**config.mk**
```make
export PLATFORM = sky130hd
export DESIGN_NAME = uart_apb_bridge_master
export DESIGN_NICKNAME = d
export VERILOG_FILES = /design/src/rtl/uart_apb_bridge_master.sv
export SDC_FILE = /design/constraint.sdc
export NUM_CORES = 1
export LEC_CHECK = 0
export ABC_AREA = 1
export BUFFER_PORTS_ARGS = -buffer_cell sky130_fd_sc_hd__clkbuf_2
export CAP_MARGIN = 40
export CORE_ASPECT_RATIO = 0.8
export CORE_MARGIN = 2
export CORE_UTILIZATION = 54
export CTS_CLUSTER_DIAMETER = 30
export CTS_CLUSTER_SIZE = 14
export DETAILED_ROUTE_END_ITERATION = 7
export PLACE_DENSITY = 0.73
export SETUP_SLACK_MARGIN = 0.4
export SLEW_MARGIN = 25
export SYNTH_ARGS = -nofsm -noshare
export SYNTH_HDL_FRONTEND = slang
export SYNTH_SLANG_ARGS = --single-unit
```
**constraint.sdc**
```tcl
create_clock -name CLK50M -period 1.95 [get_ports CLK50M]
set_input_delay 0.0975 -clock CLK50M [delete_from_list [all_inputs] [get_ports CLK50M]]
set_output_delay 0.0975 -clock CLK50M [all_outputs]
set_load 0.02 [all_outputs]
```
**src/rtl/uart_apb_bridge_master.sv**
```systemverilog
`default_nettype none
// ============================================================================
// Module   : uart_apb_bridge_master
// Purpose  : UART (8N1) command frames to single 32-bit APB accesses, with a
//            status byte or read data returned over UART.
// Revision : 1.0 - initial release
// ============================================================================
module uart_apb_bridge_master #(
  parameter int CLK_DIV       = 434,
  parameter int APB_TIMEOUT   = 1024,
  parameter int FRAME_TIMEOUT = 5000000
) (
  input  logic        CLK50M,
  input  logic        RSTN,
  input  logic        uart_rx,
  output logic        uart_tx,
  output logic        m_psel,
  output logic        m_penable,
  output logic        m_pwrite,
  output logic [31:0] m_paddr,
  output logic [31:0] m_pwdata,
  input  logic [31:0] m_prdata,
  input  logic        m_pready,
  output logic        busy
);
  localparam int CW = $clog2(CLK_DIV + 1);
  localparam int AW = $clog2(APB_TIMEOUT + 1);
  localparam int FW = $clog2(FRAME_TIMEOUT + 1);
  localparam logic [CW-1:0] c_bit_last  = CW'(CLK_DIV - 1);
  localparam logic [CW-1:0] c_half_last = CW'(CLK_DIV / 2 - 1);
  localparam logic [AW-1:0] c_apb_last  = AW'(APB_TIMEOUT - 1);
  localparam logic [FW-1:0] c_gap_last  = FW'(FRAME_TIMEOUT - 1);

  typedef enum logic [1:0] {RX_IDLE, RX_START, RX_DATA, RX_STOP} rx_state_t;
  typedef enum logic [2:0] {CMD, ADDR, DATA, EXEC, RESP} p_state_t;
  typedef enum logic {TX_IDLE, TX_SEND} tx_state_t;

  logic r_rx_meta, r_rx_sync, r_rx_prev;
  rx_state_t r_rx_st, w_rx_nxt;
  logic [CW-1:0] r_rx_cnt;
  logic [2:0] r_rx_bit;
  logic [7:0] r_rx_byte;
  logic w_rx_fall, w_rx_tick, w_rx_valid, w_rx_ferr;

  p_state_t r_st, w_nxt;
  logic r_is_wr;
  logic [1:0] r_bcnt;
  logic [31:0] r_addr_sh, r_data_sh;
  logic [FW-1:0] r_gap;
  logic r_psel, r_penable, r_pwrite;
  logic [31:0] r_paddr, r_pwdata;
  logic [AW-1:0] r_apb_cnt;
  logic [31:0] r_resp;
  logic [2:0] r_resp_left;
  logic w_is_cmd, w_gap_to, w_last_byte, w_apb_ok, w_apb_to, w_apb_done;

  tx_state_t r_tx_st, w_tx_nxt;
  logic [CW-1:0] r_tx_cnt;
  logic [3:0] r_tx_bit;
  logic [8:0] r_tx_sh;
  logic r_tx_out;
  logic w_tx_end, w_tx_last, w_tx_ready, w_tx_load;

  always_ff @(posedge CLK50M or negedge RSTN) begin
    if (!RSTN) {r_rx_meta, r_rx_sync, r_rx_prev} <= 3'b111;
    else       {r_rx_meta, r_rx_sync, r_rx_prev} <= {uart_rx, r_rx_meta, r_rx_sync};
  end
  assign w_rx_fall = r_rx_prev & ~r_rx_sync;

  // Start bit is checked at half a bit time; later ticks land on bit centres.
  always_comb begin
    w_rx_nxt   = r_rx_st;
    w_rx_valid = 1'b0;
    w_rx_ferr  = 1'b0;
    w_rx_tick  = (r_rx_cnt == ((r_rx_st == RX_START) ? c_half_last : c_bit_last));
    case (r_rx_st)
      RX_IDLE:  if (w_rx_fall) w_rx_nxt = RX_START;
      RX_START: if (w_rx_tick) w_rx_nxt = r_rx_sync ? RX_IDLE : RX_DATA;
      RX_DATA:  if (w_rx_tick && r_rx_bit == 3'd7) w_rx_nxt = RX_STOP;
      RX_STOP: begin
        if (w_rx_tick) begin
          w_rx_nxt   = RX_IDLE;
          w_rx_valid = r_rx_sync;
          w_rx_ferr  = ~r_rx_sync;
        end
      end
      default:  w_rx_nxt = RX_IDLE;
    endcase
  end

  always_ff @(posedge CLK50M or negedge RSTN) begin
    if (!RSTN) begin
      r_rx_st   <= RX_IDLE;
      r_rx_cnt  <= '0;
      r_rx_bit  <= '0;
      r_rx_byte <= '0;
    end else begin
      r_rx_st <= w_rx_nxt;
      if (r_rx_st == RX_IDLE || w_rx_tick) r_rx_cnt <= '0;
      else                                 r_rx_cnt <= r_rx_cnt + 1'b1;
      if (r_rx_st == RX_DATA && w_rx_tick) begin
        r_rx_byte <= {r_rx_sync, r_rx_byte[7:1]};
        r_rx_bit  <= r_rx_bit + 1'b1;
      end
    end
  end

  assign w_is_cmd    = (r_rx_byte == 8'h57) || (r_rx_byte == 8'h52);
  assign w_gap_to    = (r_st == ADDR || r_st == DATA) && !w_rx_valid && (r_gap == c_gap_last);
  assign w_last_byte = w_rx_valid && (r_bcnt == 2'd3) &&
                       ((r_st == ADDR && !r_is_wr) || r_st == DATA);
  assign w_apb_ok    = (r_st == EXEC) && r_penable && m_pready;
  assign w_apb_to    = (r_st == EXEC) && r_penable && !m_pready && (r_apb_cnt == c_apb_last);
  assign w_apb_done  = w_apb_ok | w_apb_to;

  always_comb begin
    w_nxt = r_st;
    case (r_st)
      CMD:  if (w_rx_valid && w_is_cmd) w_nxt = ADDR;
      ADDR: begin
        if (w_gap_to || w_rx_ferr)                w_nxt = CMD;
        else if (w_last_byte)                     w_nxt = EXEC;
        else if (w_rx_valid && r_bcnt == 2'd3)    w_nxt = DATA;
      end
      DATA: begin
        if (w_gap_to || w_rx_ferr) w_nxt = CMD;
        else if (w_last_byte)      w_nxt = EXEC;
      end
      EXEC: if (w_apb_done) w_nxt = RESP;
      RESP: if (r_resp_left == 3'd0 && r_tx_st == TX_IDLE) w_nxt = CMD;
      default: w_nxt = CMD;
    endcase
  end

  always_ff @(posedge CLK50M or negedge RSTN) begin
    if (!RSTN) r_st <= CMD;
    else       r_st <= w_nxt;
  end

  always_ff @(posedge CLK50M or negedge RSTN) begin
    if (!RSTN) begin
      r_is_wr   <= 1'b0;
      r_bcnt    <= '0;
      r_gap     <= '0;
      r_addr_sh <= '0;
      r_data_sh <= '0;
      r_psel    <= 1'b0;
      r_penable <= 1'b0;
      r_pwrite  <= 1'b0;
      r_paddr   <= '0;
      r_pwdata  <= '0;
      r_apb_cnt <= '0;
    end else begin
      if (r_st == CMD) begin
        r_bcnt <= '0;
        r_gap  <= '0;
        if (w_rx_valid) r_is_wr <= (r_rx_byte == 8'h57);
      end else if (r_st == ADDR || r_st == DATA) begin
        if (w_rx_valid) begin
          r_bcnt <= r_bcnt + 1'b1;
          r_gap  <= '0;
          if (r_st == ADDR) r_addr_sh <= {r_addr_sh[23:0], r_rx_byte};
          else              r_data_sh <= {r_data_sh[23:0], r_rx_byte};
        end else begin
          r_gap <= r_gap + 1'b1;
        end
      end
      // SETUP phase launches straight from the final frame byte.
      if (w_last_byte) begin
        r_psel    <= 1'b1;
        r_penable <= 1'b0;
        r_pwrite  <= r_is_wr;
        r_apb_cnt <= '0;
        r_paddr   <= (r_st == ADDR) ? {r_addr_sh[23:0], r_rx_byte} : r_addr_sh;
        if (r_st == DATA) r_pwdata <= {r_data_sh[23:0], r_rx_byte};
      end else if (r_st == EXEC) begin
        if (!r_penable) begin
          r_penable <= 1'b1;
        end else if (w_apb_done) begin
          r_psel    <= 1'b0;
          r_penable <= 1'b0;
        end else begin
          r_apb_cnt <= r_apb_cnt + 1'b1;
        end
      end
    end
  end

  // Response bytes leave MSB first from the top of r_resp.
  always_ff @(posedge CLK50M or negedge RSTN) begin
    if (!RSTN) begin
      r_resp      <= '0;
      r_resp_left <= '0;
    end else if (r_st == CMD && w_rx_valid && !w_is_cmd) begin
      r_resp      <= {8'h3F, 24'h0};
      r_resp_left <= 3'd1;
    end else if (w_apb_ok) begin
      r_resp      <= r_pwrite ? {8'h4B, 24'h0} : m_prdata;
      r_resp_left <= r_pwrite ? 3'd1 : 3'd4;
    end else if (w_apb_to) begin
      r_resp      <= {8'h54, 24'h0};
      r_resp_left <= 3'd1;
    end else if (w_tx_load) begin
      r_resp      <= {r_resp[23:0], 8'h00};
      r_resp_left <= r_resp_left - 1'b1;
    end
  end

  assign w_tx_end   = (r_tx_st == TX_SEND) && (r_tx_cnt == c_bit_last);
  assign w_tx_last  = w_tx_end && (r_tx_bit == 4'd9);
  assign w_tx_ready = (r_tx_st == TX_IDLE) || w_tx_last;
  assign w_tx_load  = (r_resp_left != 3'd0) && w_tx_ready;

  always_comb begin
    w_tx_nxt = r_tx_st;
    if (w_tx_load)      w_tx_nxt = TX_SEND;
    else if (w_tx_last) w_tx_nxt = TX_IDLE;
  end

  always_ff @(posedge CLK50M or negedge RSTN) begin
    if (!RSTN) begin
      r_tx_st  <= TX_IDLE;
      r_tx_cnt <= '0;
      r_tx_bit <= '0;
      r_tx_sh  <= '1;
      r_tx_out <= 1'b1;
    end else begin
      r_tx_st <= w_tx_nxt;
      if (w_tx_load) begin
        r_tx_out <= 1'b0;
        r_tx_sh  <= {1'b1, r_resp[31:24]};
        r_tx_cnt <= '0;
        r_tx_bit <= '0;
      end else if (r_tx_st == TX_SEND) begin
        if (w_tx_end) begin
          r_tx_cnt <= '0;
          r_tx_bit <= r_tx_bit + 1'b1;
          r_tx_out <= r_tx_sh[0];
          r_tx_sh  <= {1'b1, r_tx_sh[8:1]};
        end else begin
          r_tx_cnt <= r_tx_cnt + 1'b1;
        end
      end
    end
  end

  assign uart_tx   = r_tx_out;
  assign m_psel    = r_psel;
  assign m_penable = r_penable;
  assign m_pwrite  = r_pwrite;
  assign m_paddr   = r_paddr;
  assign m_pwdata  = r_pwdata;
  assign busy      = (r_st != CMD) || (r_resp_left != 3'd0) || (r_tx_st != TX_IDLE);

endmodule
`default_nettype wire

```
Yosys cells after proc, flatten, opt, wreduce, memory -nomap -nowiden
Cells that the tools add are included.
Word-level totals
  bits of input ports: 36
  output and inout bits: 69
  bits in registers: 247
Operators by class
  bitwise gates (word level): 6
  equal/unequal tests: 26
  reductions and logical operators: 54
  $add $sub $neg: 8
  mux-type cells: 64
Operator list (count)
  32-bit 2-to-1 mux: 6
  9-bit 2-to-1 mux: 8
  23-bit 2-to-1 mux: 3
  11-bit 2-to-1 mux: 4
  3-bit 2-to-1 mux: 13
  23-bit by 1-bit adder with 23-bit output, second input constant: 1
  23-bit == test, second input constant: 1
  9-bit by 1-bit adder with 9-bit output, second input constant: 2
  1-bit logical AND: 18
  1-bit 2-to-1 mux: 17
  8-bit by 7-bit == test with 1-bit output, second input constant: 2
  2-bit 2-to-1 mux: 8
  2-bit inequality test, second input constant: 8
  2-bit nonzero test: 8
  3-bit case mux with 5 select lines: 1
  4-bit 2-to-1 mux: 3
  11-bit by 1-bit adder with 11-bit output, second input constant: 1
  11-bit by 10-bit == test with 1-bit output, second input constant: 1
  9-bit == test: 1
  9-bit == test, second input constant: 1
  3-bit AND reduction: 3
  1-bit logical OR: 8
  2-bit case mux with 4 select lines: 1
  2-bit AND reduction: 4
  22 further kinds: 35

Logic depth before layout (Yosys ltp)
  depth after elaboration: 11
  gate-level depth with buffers: 15

Worst setup path before layout
No wires, ideal clock.
  path kind: register -> register
  from: reg r_resp_left[0]
  to: reg r_tx_cnt[7]
  path buffers: 0
  clock period less this slack: 1.883 ns
  required time: 1.827 ns
  arrival time: 1.759 ns
  cell stages (with the launch flop): 13
  path slack: 0.067 ns
  setup time: 0.123 ns
  cells stage by stage: dfrtp_1 -> inv_1 -> ha_1 -> ha_1 -> inv_1 -> nor2_1 -> inv_1 -> nand2_1 -> nor2_1 -> nand4_1 -> or2_2 -> o21ai_0 -> a21oi_1
Between the ends
  word-level cells in the longest chain between the ends: 3
  elaborated cells between the ends (all ways): 4
Ends and longest elaborated chain
  start: declaration: RTL line 54  | logic [2:0] r_resp_left;
  start signal: assignment: RTL line 199  | r_resp_left <= r_pwrite ? 3'd1 : 3'd4;
  start signal: assignment: RTL line 205  | r_resp_left <= r_resp_left - 1'b1;
  3-bit nonzero test *: RTL line 212  | assign w_tx_load = (r_resp_left != 3'd0) && w_tx_ready;
  1-bit logical AND *: RTL line 212
  9-bit 2-to-1 mux or 2-bit nonzero test (tied branches)
  end signal: assignment: RTL line 241  | r_tx_cnt <= r_tx_cnt + 1'b1;
  end: declaration: RTL line 58  | logic [CW-1:0] r_tx_cnt;
Every way passes the cells marked *; elsewhere a longest branch is shown, timed or not.
A chain may end at the register's enable or synchronous reset.

Final worst setup path
  from: reg r_apb_cnt[1]
  to: reg r_resp[12]
Between the ends
  word-level cells in the longest chain between the ends: 5
  elaborated cells between the ends (all ways): 6
Ends and longest elaborated chain
  start: declaration: RTL line 52  | logic [AW-1:0] r_apb_cnt;
  start signal: assignment: RTL line 183  | r_apb_cnt <= r_apb_cnt + 1'b1;
  11-bit by 10-bit == test with 1-bit output *: RTL line 113  | assign w_apb_to = (r_st == EXEC) && r_penable && !m_pready && (r_apb_cnt == c_apb_last);
  1-bit logical AND *: RTL line 113
  32-bit 2-to-1 mux: RTL line 200  | end else if (w_apb_to) begin
  32-bit 2-to-1 mux: RTL line 197  | end else if (w_apb_ok) begin
  32-bit 2-to-1 mux: RTL line 194  | end else if (r_st == CMD && w_rx_valid && !w_is_cmd) begin
  end signal: assignment: RTL line 195  | r_resp <= {8'h3F, 24'h0};
  end signal: assignment: RTL line 198  | r_resp <= r_pwrite ? {8'h4B, 24'h0} : m_prdata;
  end signal: assignment: RTL line 201  | r_resp <= {8'h54, 24'h0};
  end: declaration: RTL line 53  | logic [31:0] r_resp;
Marked as above.

==> summary.md <==
| Metric | Value |
|---|---|
| Outcome | finished with violations |
| Violated checks | negative setup slack |
| Num CTS Buffers | 44 |
| Die area | 23,020 µm² |
| Grt ovf | 0 |
| Final slew viol count | 0 |
| H-tree depth | 2 |
| Mean Syn Cell Area | 8.180 µm² |
| Share of post-route cells with drive strength above 1 | 38.74% |
| Power, Total | between 10 and 15 mW |
| Wire per inst | 21.76 µm |
| Number of max-cap violations | 0 |
| Routability Congestion | a little under 0.9 |
| Core ar. | 21,500 µm² |
| Final Hold Fails | 0 |
| Fmax achieved | 461.6 MHz |
| Synth Cell Area | 11,780 µm² |
| Clk_skew | roughly 0.037 ns |
| Initial antenna violation count | 0 |
| Critical path type | reg -> reg |
| Post-route setup slack | -0.2166 ns |
| Worst Path Max Fanout | 5 |
| Worst vdd ir | between 0.0009 and 0.001 V |
| Die X | 169.1 µm |
| CTS tree | built |
| Area grow syn2layout | 52.72% |
| Initial core utilization | 54.78% |
| Final core utilization | 83.67% |
| # diodes | 0 |
| Startpoint types | flop |
| Pre-CTS WS | about 0.000015 ns |
| Post-Place Cells | 1,822 |
| Max clock buf depth | 3 |
| Async set or reset register ratio after synthesis | 100.0% |
| Clock Sinks | between 200 and 250 |
| Final Setup Violations | 84 |
| Post-synthesis sequential area ratio | 52.39% |
| Final wirelength | 44,630 µm |
| Number of synthesized flops with an enable pin | 0 |
| Leak | 9.605 nW |
| Worst EP arrival | 2.59 ns |
| Non-filler instance count after layout | approximately 2,100 |
| Via count | 12,310 |
| Ports | 105 |
| Worst EP required | 2.37 ns |
| Chip height | 136.1 µm |
| Total global-route track usage | 29.24% |
| Hold Crit Class | in -> async |
| Most common cell after layout, fill and taps aside | nand2_1 |
| Final Instance Area | 17,990 µm² |
| Root buffer cell | clkbuf_16 |
| Most frequent cells in the layout | nand2_1 (261), inv_1 (246), dfrtp_1 (229) |
| DRT antenna net count | 0 |
| Post-DR vias/cell | roughly 6.0 |
| FF+latch count, synth | 246 |
| Part of the cycle the worst path needs | 111.1% |
| Drc violations | 0 |
| Synth cell types | 44 |
| Clock transition at the registers of the reported paths | around 0.05 ns |
| Worst-margin pin slew | 0.6125 ns |
| Rows | 48 |
| Pwr/cell area | 824.8 nW/µm² |
| RSZ-0062 raised after global routing | yes |
| First drt pass iteration count | 6 |
| Final min period | roughly 2.2 ns |
| Crit path capture type | flop |
| Rel. slew slack | 58.73% |
| Initial drt markers | 1,712 |
| Placed inst area | 13,060 µm² |
| Syn Nets | between 1,000 and 1,500 |
| Yosys Warn Count | 0 |
| Global-route wire length before repair | 54,170 µm |
| Post-DP HPWL | 17,040 µm |
| Largest net degree at the start of global routing | 67 |
| Clk Latency, worst-skew pair | 0.56 ns |
| Synthesized netlist cell count | 1,440 |
| Synth Flop Type | dfrtp_1 |
| Nets | 1,788 |
| Number of global-route vias before repair | ~11,000 |
| Buffers on Ports | 104 |
-- final timing paths --
| kind | depth (start not counted) | slack [ns] | startpoint | end |
|---|---|---|---|---|
| max in group asynchronous | 3 | 1.10 | RSTN | m_pwdata[24] |
| worst min-delay path | 2 | 0.08 | RSTN | m_paddr[7] |
| worst max-delay path | 14 | -0.22 | r_apb_cnt[1] | r_resp[12] |
| worst min register to register | 0 | 0.39 | r_rx_meta | r_rx_sync |
| worst max register to register | 14 | -0.22 | r_apb_cnt[1] | r_resp[12] |
| min in group CLK50M | 6 | 0.14 | m_pready | r_apb_cnt[5] |
-- cell families (layout without fill, tap and decap cells) --
logic type / count (synthesis) / in the layout / share of synthesized area, %
adder cells (fa/ha/maj): 12 / 12 / 1.275
XOR/XNOR: 18 / 18 / 1.338
AO/OA/AOI/OAI: 237 / 237 / 10.52
multiplexers: 19 / 19 / 1.636
buffers and inverters: 328 / 661 / 11.71
flip-flops: 246 / 246 / 52.39
AND/OR/NAND/NOR: 580 / 583 / 21.14
-- state kept, by name (all words and copies together) (netlist names), 2 cells and up, named ones only --
name / flops
r_tx_bit: 4
r_data_sh: 24
r_rx_byte: 8
r_tx_cnt: 9
r_rx_cnt: 9
r_st: 3
r_gap: 23
r_rx_bit: 3
r_tx_sh: 8
r_resp_left: 3
r_resp: 32
m_pwdata: 32
r_apb_cnt: 11
m_paddr: 32
r_addr_sh: 32
r_bcnt: 2
-- what timing repair did --
| item | in CTS | in global routing |
|---|---|---|
| hold buffers | 34 | 0 |
| pin swaps | 23 | 58 |
| endpoints found under the setup margin | 232 | 239 |
| gates cloned | 21 | 8 |
| endpoints found under the hold margin | 208 | 0 |
| resized for setup | 106 | 337 |
| buffers inserted | 50 | 34 |
-- Yosys cell counts, drive strengths merged, types with 3 or more instances --
library cell,number,area share (%)
or2,4,0.21
nand4,18,1.0
o31ai,4,0.25
xnor2,7,0.52
a31oi,8,0.42
buf,39,2.5
ha,12,1.3
dfstp,12,2.7
xor2,11,0.82
nand2,370,12
dfrtp,234,50
nor3,11,0.47
inv,275,8.8
mux2i,17,1.4
o211ai,3,0.19
nor2,94,3.5
nand3,77,3.6
o22ai,11,0.58
clkbuf,13,0.41
a21oi,21,0.89
o21ai,186,7.9
-- report_power, final --
group	internal [mW]	leakage, nW	switching (mW)
logic	0.340	5.44	0.459
clock network	5.86	0.809	2.92
registers	5.18	3.36	0.0856
-- critical path, stage by stage, from the launching register on --
cell and delay [ns]:
dfrtp_1 0.38, ha_2 0.21, inv_2 0.06, nor2_4 0.11, nand2_2 0.09, nor2_4 0.23
nand2_4 0.12, nand2_4 0.11, inv_4 0.06, nand2_8 0.11, buf_6 0.11, buf_8 0.14
nor2_4 0.04, o21ai_1 0.16, nand2_1 0.09
-- stage by stage --
step	hold WS, ns	setup TNS (ns)
floorplan	-0.1981	0
global placement	0.07092	0
detailed placement	0.06944	0
CTS	0.1033	0
global route	0.1156	-14.89
finish	0.07944	-7.120
-- routing by layer --
layer / GRT usage (%) / vias up / wire [µm]
li1: - / 5129 / -
met1: 38.55 / 5865 / 16030
met2: 48.44 / 980 / 20670
met3: 5.066 / 337 / 4894
met4: 11.87 / 0 / 3039
met5: 0 / - / 0
-- area by class of cell --
type	instances	area [µm²]
Sequential cell	246	6177
Multi-Input combinational cell	869	5719
Fill cell	994	3512
Timing Repair Buffer	302	3000
Clock buffer	51	1190
Inverter	276	1075
Clock inverter	31	474.2
Tap cell	275	344.1
Timing Repair inverter	1	8.758
Power figures use the tool's default switching activity.
